**src/rtl/regfile_pkg.sv**
```systemverilog
// Register-file-wide constants and the writeback request payload, shared with
// the register file and the execute stages.
package regfile_pkg;

  localparam int unsigned NUM_REGS   = 32;
  localparam int unsigned ADDR_WIDTH = 5;
  localparam int unsigned DATA_WIDTH = 32;

  localparam logic [ADDR_WIDTH-1:0] ZERO_REG = '0;

  typedef struct packed {
    logic                  valid;
    logic [ADDR_WIDTH-1:0] dest;
    logic [DATA_WIDTH-1:0] data;
  } wb_req_t;

endpackage

```
**src/rtl/wb_rr_arbiter.sv**
```systemverilog
// Two-requester round-robin arbiter with a 1-bit pointer and one-hot grant.
// req[0] is the ALU, req[1] is the load unit; the pointer starts favouring req[1].
module wb_rr_arbiter (
  input  logic       clk,
  input  logic       rst_n,
  input  logic [1:0] req,
  output logic [1:0] grant
);

  logic ptr;

  // The pointer only moves after a contested grant so a lone requester never loses its turn.
  always_ff @(posedge clk or negedge rst_n) begin
    if (!rst_n) begin
      ptr <= 1'b1;
    end else if (&req) begin
      ptr <= ~ptr;
    end
  end

  always_comb begin
    grant = 2'b00;
    case (req)
      2'b01:   grant = 2'b01;
      2'b10:   grant = 2'b10;
      2'b11:   grant = ptr ? 2'b10 : 2'b01;
      default: grant = 2'b00;
    endcase
  end

endmodule

```
**src/rtl/regfile_wb_ctrl.sv**
```systemverilog
// Register file write-port controller: arbitrates ALU/load writebacks into a
// single registered output stage and tracks pending writes per register.
// Optional result forwarding from the output stage is enabled by WB_FORWARD_EN.
module regfile_wb_ctrl
  import regfile_pkg::*;
(
  input  logic                  clk,
  input  logic                  reset_n,
  input  logic                  issueValid,
  input  logic [ADDR_WIDTH-1:0] issueDest,
  output logic                  issueReady,
  input  logic [ADDR_WIDTH-1:0] srcReg1,
  input  logic [ADDR_WIDTH-1:0] srcReg2,
  output logic                  srcBusy1,
  output logic                  srcBusy2,
`ifdef WB_FORWARD_EN
  output logic                  fwdValid1,
  output logic                  fwdValid2,
  output logic [DATA_WIDTH-1:0] fwdData1,
  output logic [DATA_WIDTH-1:0] fwdData2,
`endif
  input  logic                  aluValid,
  output logic                  aluReady,
  input  logic [ADDR_WIDTH-1:0] aluDest,
  input  logic [DATA_WIDTH-1:0] aluData,
  input  logic                  memValid,
  output logic                  memReady,
  input  logic [ADDR_WIDTH-1:0] memDest,
  input  logic [DATA_WIDTH-1:0] memData,
  output logic                  regWrite,
  output logic [ADDR_WIDTH-1:0] writeReg,
  output logic [DATA_WIDTH-1:0] writeData,
  output logic                  wbErr
);

  logic [NUM_REGS-1:0] busy;
  logic [NUM_REGS-1:0] busy_next;
  logic [1:0]          grant;
  wb_req_t             alu_req;
  wb_req_t             mem_req;
  wb_req_t             sel;
  logic                issue_accept;
  logic                sel_busy;
  logic                fwd_hit1;
  logic                fwd_hit2;

  assign alu_req = '{valid: aluValid, dest: aluDest, data: aluData};
  assign mem_req = '{valid: memValid, dest: memDest, data: memData};

  wb_rr_arbiter u_arb (
    .clk   (clk),
    .rst_n (reset_n),
    .req   ({mem_req.valid, alu_req.valid}),
    .grant (grant)
  );

  assign aluReady = grant[0];
  assign memReady = grant[1];

  always_comb begin
    sel       = grant[1] ? mem_req : alu_req;
    sel.valid = |grant;
  end

  // A register being committed this cycle is free for a new issue on the same edge.
  assign issueReady   = (issueDest == ZERO_REG) || !busy[issueDest] ||
                        (regWrite && (writeReg == issueDest));
  assign issue_accept = issueValid && issueReady;

  // Busy as seen after this edge's commit, so back-to-back writes to one register flag the second.
  assign sel_busy = busy[sel.dest] && !(regWrite && (writeReg == sel.dest));

  always_comb begin
    busy_next = busy;
    if (regWrite) begin
      busy_next[writeReg] = 1'b0;
    end
    if (issue_accept && (issueDest != ZERO_REG)) begin
      busy_next[issueDest] = 1'b1;
    end
    busy_next[0] = 1'b0;
  end

  always_ff @(posedge clk or negedge reset_n) begin
    if (!reset_n) begin
      busy      <= '0;
      regWrite  <= 1'b0;
      writeReg  <= '0;
      writeData <= '0;
      wbErr     <= 1'b0;
    end else begin
      busy     <= busy_next;
      regWrite <= sel.valid && (sel.dest != ZERO_REG);
      if (sel.valid) begin
        writeReg  <= sel.dest;
        writeData <= sel.data;
      end
      if (sel.valid && (sel.dest != ZERO_REG) && !sel_busy) begin
        wbErr <= 1'b1;
      end
    end
  end

`ifdef WB_FORWARD_EN
  assign fwd_hit1  = regWrite && (writeReg == srcReg1) && (srcReg1 != ZERO_REG);
  assign fwd_hit2  = regWrite && (writeReg == srcReg2) && (srcReg2 != ZERO_REG);
  assign fwdValid1 = fwd_hit1;
  assign fwdValid2 = fwd_hit2;
  assign fwdData1  = writeData;
  assign fwdData2  = writeData;
`else
  assign fwd_hit1 = 1'b0;
  assign fwd_hit2 = 1'b0;
`endif

  assign srcBusy1 = busy[srcReg1] && !fwd_hit1;
  assign srcBusy2 = busy[srcReg2] && !fwd_hit2;

endmodule
```
**config.mk**
```make
export PLATFORM = sky130hd
export DESIGN_NAME = regfile_wb_ctrl
export DESIGN_NICKNAME = d
export VERILOG_FILES = /design/src/rtl/regfile_pkg.sv /design/src/rtl/wb_rr_arbiter.sv /design/src/rtl/regfile_wb_ctrl.sv
export SDC_FILE = /design/constraint.sdc
export NUM_CORES = 1
export LEC_CHECK = 0
export CORE_ASPECT_RATIO = 0.6
export CORE_UTILIZATION = 49
export DETAILED_ROUTE_END_ITERATION = 7
export PLACE_DENSITY = 0.79
export SETUP_SLACK_MARGIN = 0.2
export SLEW_MARGIN = 20
export SYNTH_ARGS = -nofsm -noshare
export SYNTH_HDL_FRONTEND = slang
export SYNTH_SLANG_ARGS = --single-unit
```
**constraint.sdc**
```tcl
create_clock -name clk -period 4.5 [get_ports clk]
set_clock_uncertainty 0.2 [all_clocks]
set_input_delay 1.125 -clock clk [delete_from_list [all_inputs] [get_ports clk]]
set_output_delay 1.125 -clock clk [all_outputs]
set_load 0.01 [all_outputs]
```
==> results.yml <==
routing:
  drc: 0
  wl_per_cell_um: 22.89
  vias_per_cell: 6.587
  antenna_left: 0
  first_pass_iters: 8
  vias: 5217
  drt_wl_total_mm: 18.13
  drt_iter0_drc: 667
setup_path:
  startpoint_type: "input port"
  end_kind: "output port"
  crit_required_ns: 3.17
  worstPathArrival_ns: 2.94
  worst-path-max-fanout: 4
  worstSetupPathType: "in -> out"
synth:
  synth_seq_cells: 71
  yosysTopAreaCell: "dfrtp_1"
  syn-cell-area_sq_mm: 0.005056
  synth_fp_nets: 607
  synth-edff-count: 0
  yosysWarnings: 0
  avgSynthCellArea_sq_um: 9.856
  synthArstFlopShare_pct: 100.0
  yosysSeqAreaShare_pct: 35.16
  synth_top_area_share_pct: 34.64
  synthTopCellsByArea: "dfrtp_1 (35%), mux4_2 (12%), mux2_2 (8.5%), nor2_1 (5.5%), o22ai_1 (4.1%)"
  yosys_most_used_dff: "dfrtp_1"
  synthCells: 513
  synth_cell_types: 62
timing:
  holdWs_ns: 0.3060
  finalCritPeriodShare_pct: 94.71
  tightest_slew_ns: 0.6642
  worst_slack_ns: 0.2379
  min_period_ns: 4.262
  rsz0062_at_grt: "false"
  final_max_slew_viol_count: 0
  fmaxAchievable_mhz: 234.6
  maxSlewHeadroom_pct: 55.72
  finalSetupViolCount: 0
  hold_viol_final: 0
global_route:
  first_global_vias: 5381
  grt_antenna_before_repair: 0
  grt-ovfl-total: 0
  grt_pass1_wl_mm: 28.49
  grt_start_max_net_pins: 37
  grt_usage_pct: 35.29
clocking:
  clock-sinks: 71
  cts_setup_buffers: 0
  clock_latency_ns: 0.34
  numCtsBuffers: 9
  cts_tree: "done"
  cts_hold_buffers: 0
  root_buffer: "clkbuf_16"
  cts_max_level: 3
  clkTransAtPathRegs_ns: 0.06
  cts_buffer_depth: 2
floorplanning:
  dieArea_sq_mm: 0.01074
  die_w_um: 133.1
  core_area_sq_mm: 0.009950
  die_h_um: 80.69
  pin_count: 138
  initial_core_util_pct: 50.82
  fp-row-count: 28
power_and_ir_drop:
  irDropWorstVdd_mv: 0.2703
  power.total_uw: 3505
  p_per_area_mw_per_mm2: 497.8
  p_leak_uw: 0.002756
cells_and_area:
  syn2layout_area_growth_pct: 39.25
  finish.utilization_pct: 70.76
  fin_nets: 746
  drive_above_1_share_pct: 20.73
  nFillCells: 735
  multi_input_area_sq_mm: 0.003043
  regArea_sq_mm: 0.001778
  final_common_cell: "clkdlybuf4s50_1"
  final_cell_mix: "clkdlybuf4s50_1 (125), nor2_1 (74), dfrtp_1 (70)"
run_status:
  status: "finished, final reports clean"
placed_design:
  place_congestion: 0.9333
  place_ws_ns: -0.3644
  io_buffers: 137
  hpwl_mm: 12.99
flow_run:
  cap_violations: 0
worst_hold_path:
  hp-class: "reg -> reg"
[repair_timing]
item | 4_1_cts | 5_1_grt
setup endpoints to repair | 3 | 1
hold endpoints to repair | 0 | 0
gates resized for setup | 25 | 1
gates cloned | 2 | 0
[flip-flops by register name (all words and copies together) (netlist names)]
register,cells
writeData,32
wbErr,1
regWrite,1
busy,31
u_arb.ptr,1
writeReg,5
[metrics by stage]
stage,area (sq um),TNS [ns],std cells
after floorplan,5056,0,513
after global placement,6646,-0.8935,774
after detailed placement,6646,-1.049,774
after CTS,7044,0,791
after global routing,7038,0,791
final,7041,0,792
[worst paths after layout]
kind,from,endpoint,slack (ns),cells past startpoint
worst min register to register,u_arb.ptr,u_arb.ptr,0.31,1
min in group asynchronous,reset_n,busy[14],0.62,1
worst min-delay path,u_arb.ptr,u_arb.ptr,0.31,1
max in group asynchronous,reset_n,writeData[6],2.70,2
worst max-delay path,srcReg1[0],srcBusy1,0.24,6
worst max register to register,busy[5],busy[25],1.83,7
[Yosys cell counts (all sizes together), types with 2 or more instances]
| master | number |
|---|---|
| nor2 | 74 |
| o21ai | 74 |
| dfrtp | 70 |
| mux2 | 38 |
| o22ai | 33 |
| mux4 | 32 |
| clkbuf | 22 |
| nand2 | 22 |
| buf | 19 |
| nand3 | 19 |
| inv | 13 |
| a21oi | 9 |
| mux2i | 7 |
| nand4 | 6 |
| a211oi | 5 |
| nand2b | 5 |
| o2111ai | 4 |
| o221ai | 4 |
| xor2 | 4 |
| a31oi | 3 |
| a32oi | 3 |
| nand3b | 3 |
| nor2b | 3 |
| o211ai | 3 |
| or3 | 3 |
| xnor2 | 3 |
| a21boi | 2 |
| a22oi | 2 |
| and2 | 2 |
| nand4b | 2 |
| nor3b | 2 |
| nor4 | 2 |
| o2bb2ai | 2 |
[routing by layer]
| layer | up-vias | wire length (um) | global-route usage [%] |
|---|---|---|---|
| li1 | 2238 | - | - |
| met1 | 2531 | 7044 | 44.55 |
| met2 | 368 | 7939 | 52.46 |
| met3 | 80 | 2522 | 15.91 |
| met4 | 0 | 620 | 14.89 |
| met5 | - | 0 | 0 |
[report_power, final]
group | switching, uW | total, uW | internal, uW
registers | 450 | 1310 | 864
logic | 635 | 1410 | 771
clock network | 270 | 785 | 515
[logic make-up after synthesis]
kind of cell | share of synthesized area, %
AO/OA/AOI/OAI | 19.43
XOR/XNOR | 1.213
buffers and inverters | 4.801
flip-flops | 35.16
multiplexers | 24.55
AND/OR/NAND/NOR | 14.85
[critical path, cell delays in order]
cell and delay, ns:
clkdlybuf4s15_2 0.22, bufbuf_16 0.26, mux4_2 0.47, mux4_2 0.45, mux2_2 0.27, buf_2 0.14
[layout make-up]
class                   count  area share (%)
multi-input cells         387           43.22
flip-flops and latches     71           25.25
repair buffers            169           23.65
clock buffers              11           3.590
well taps                 135           2.399
clock inverters             4           1.102
inverters                  14          0.7464
diodes                      1         0.03554
No activity file was read; power rests on OpenSTA's default activity.
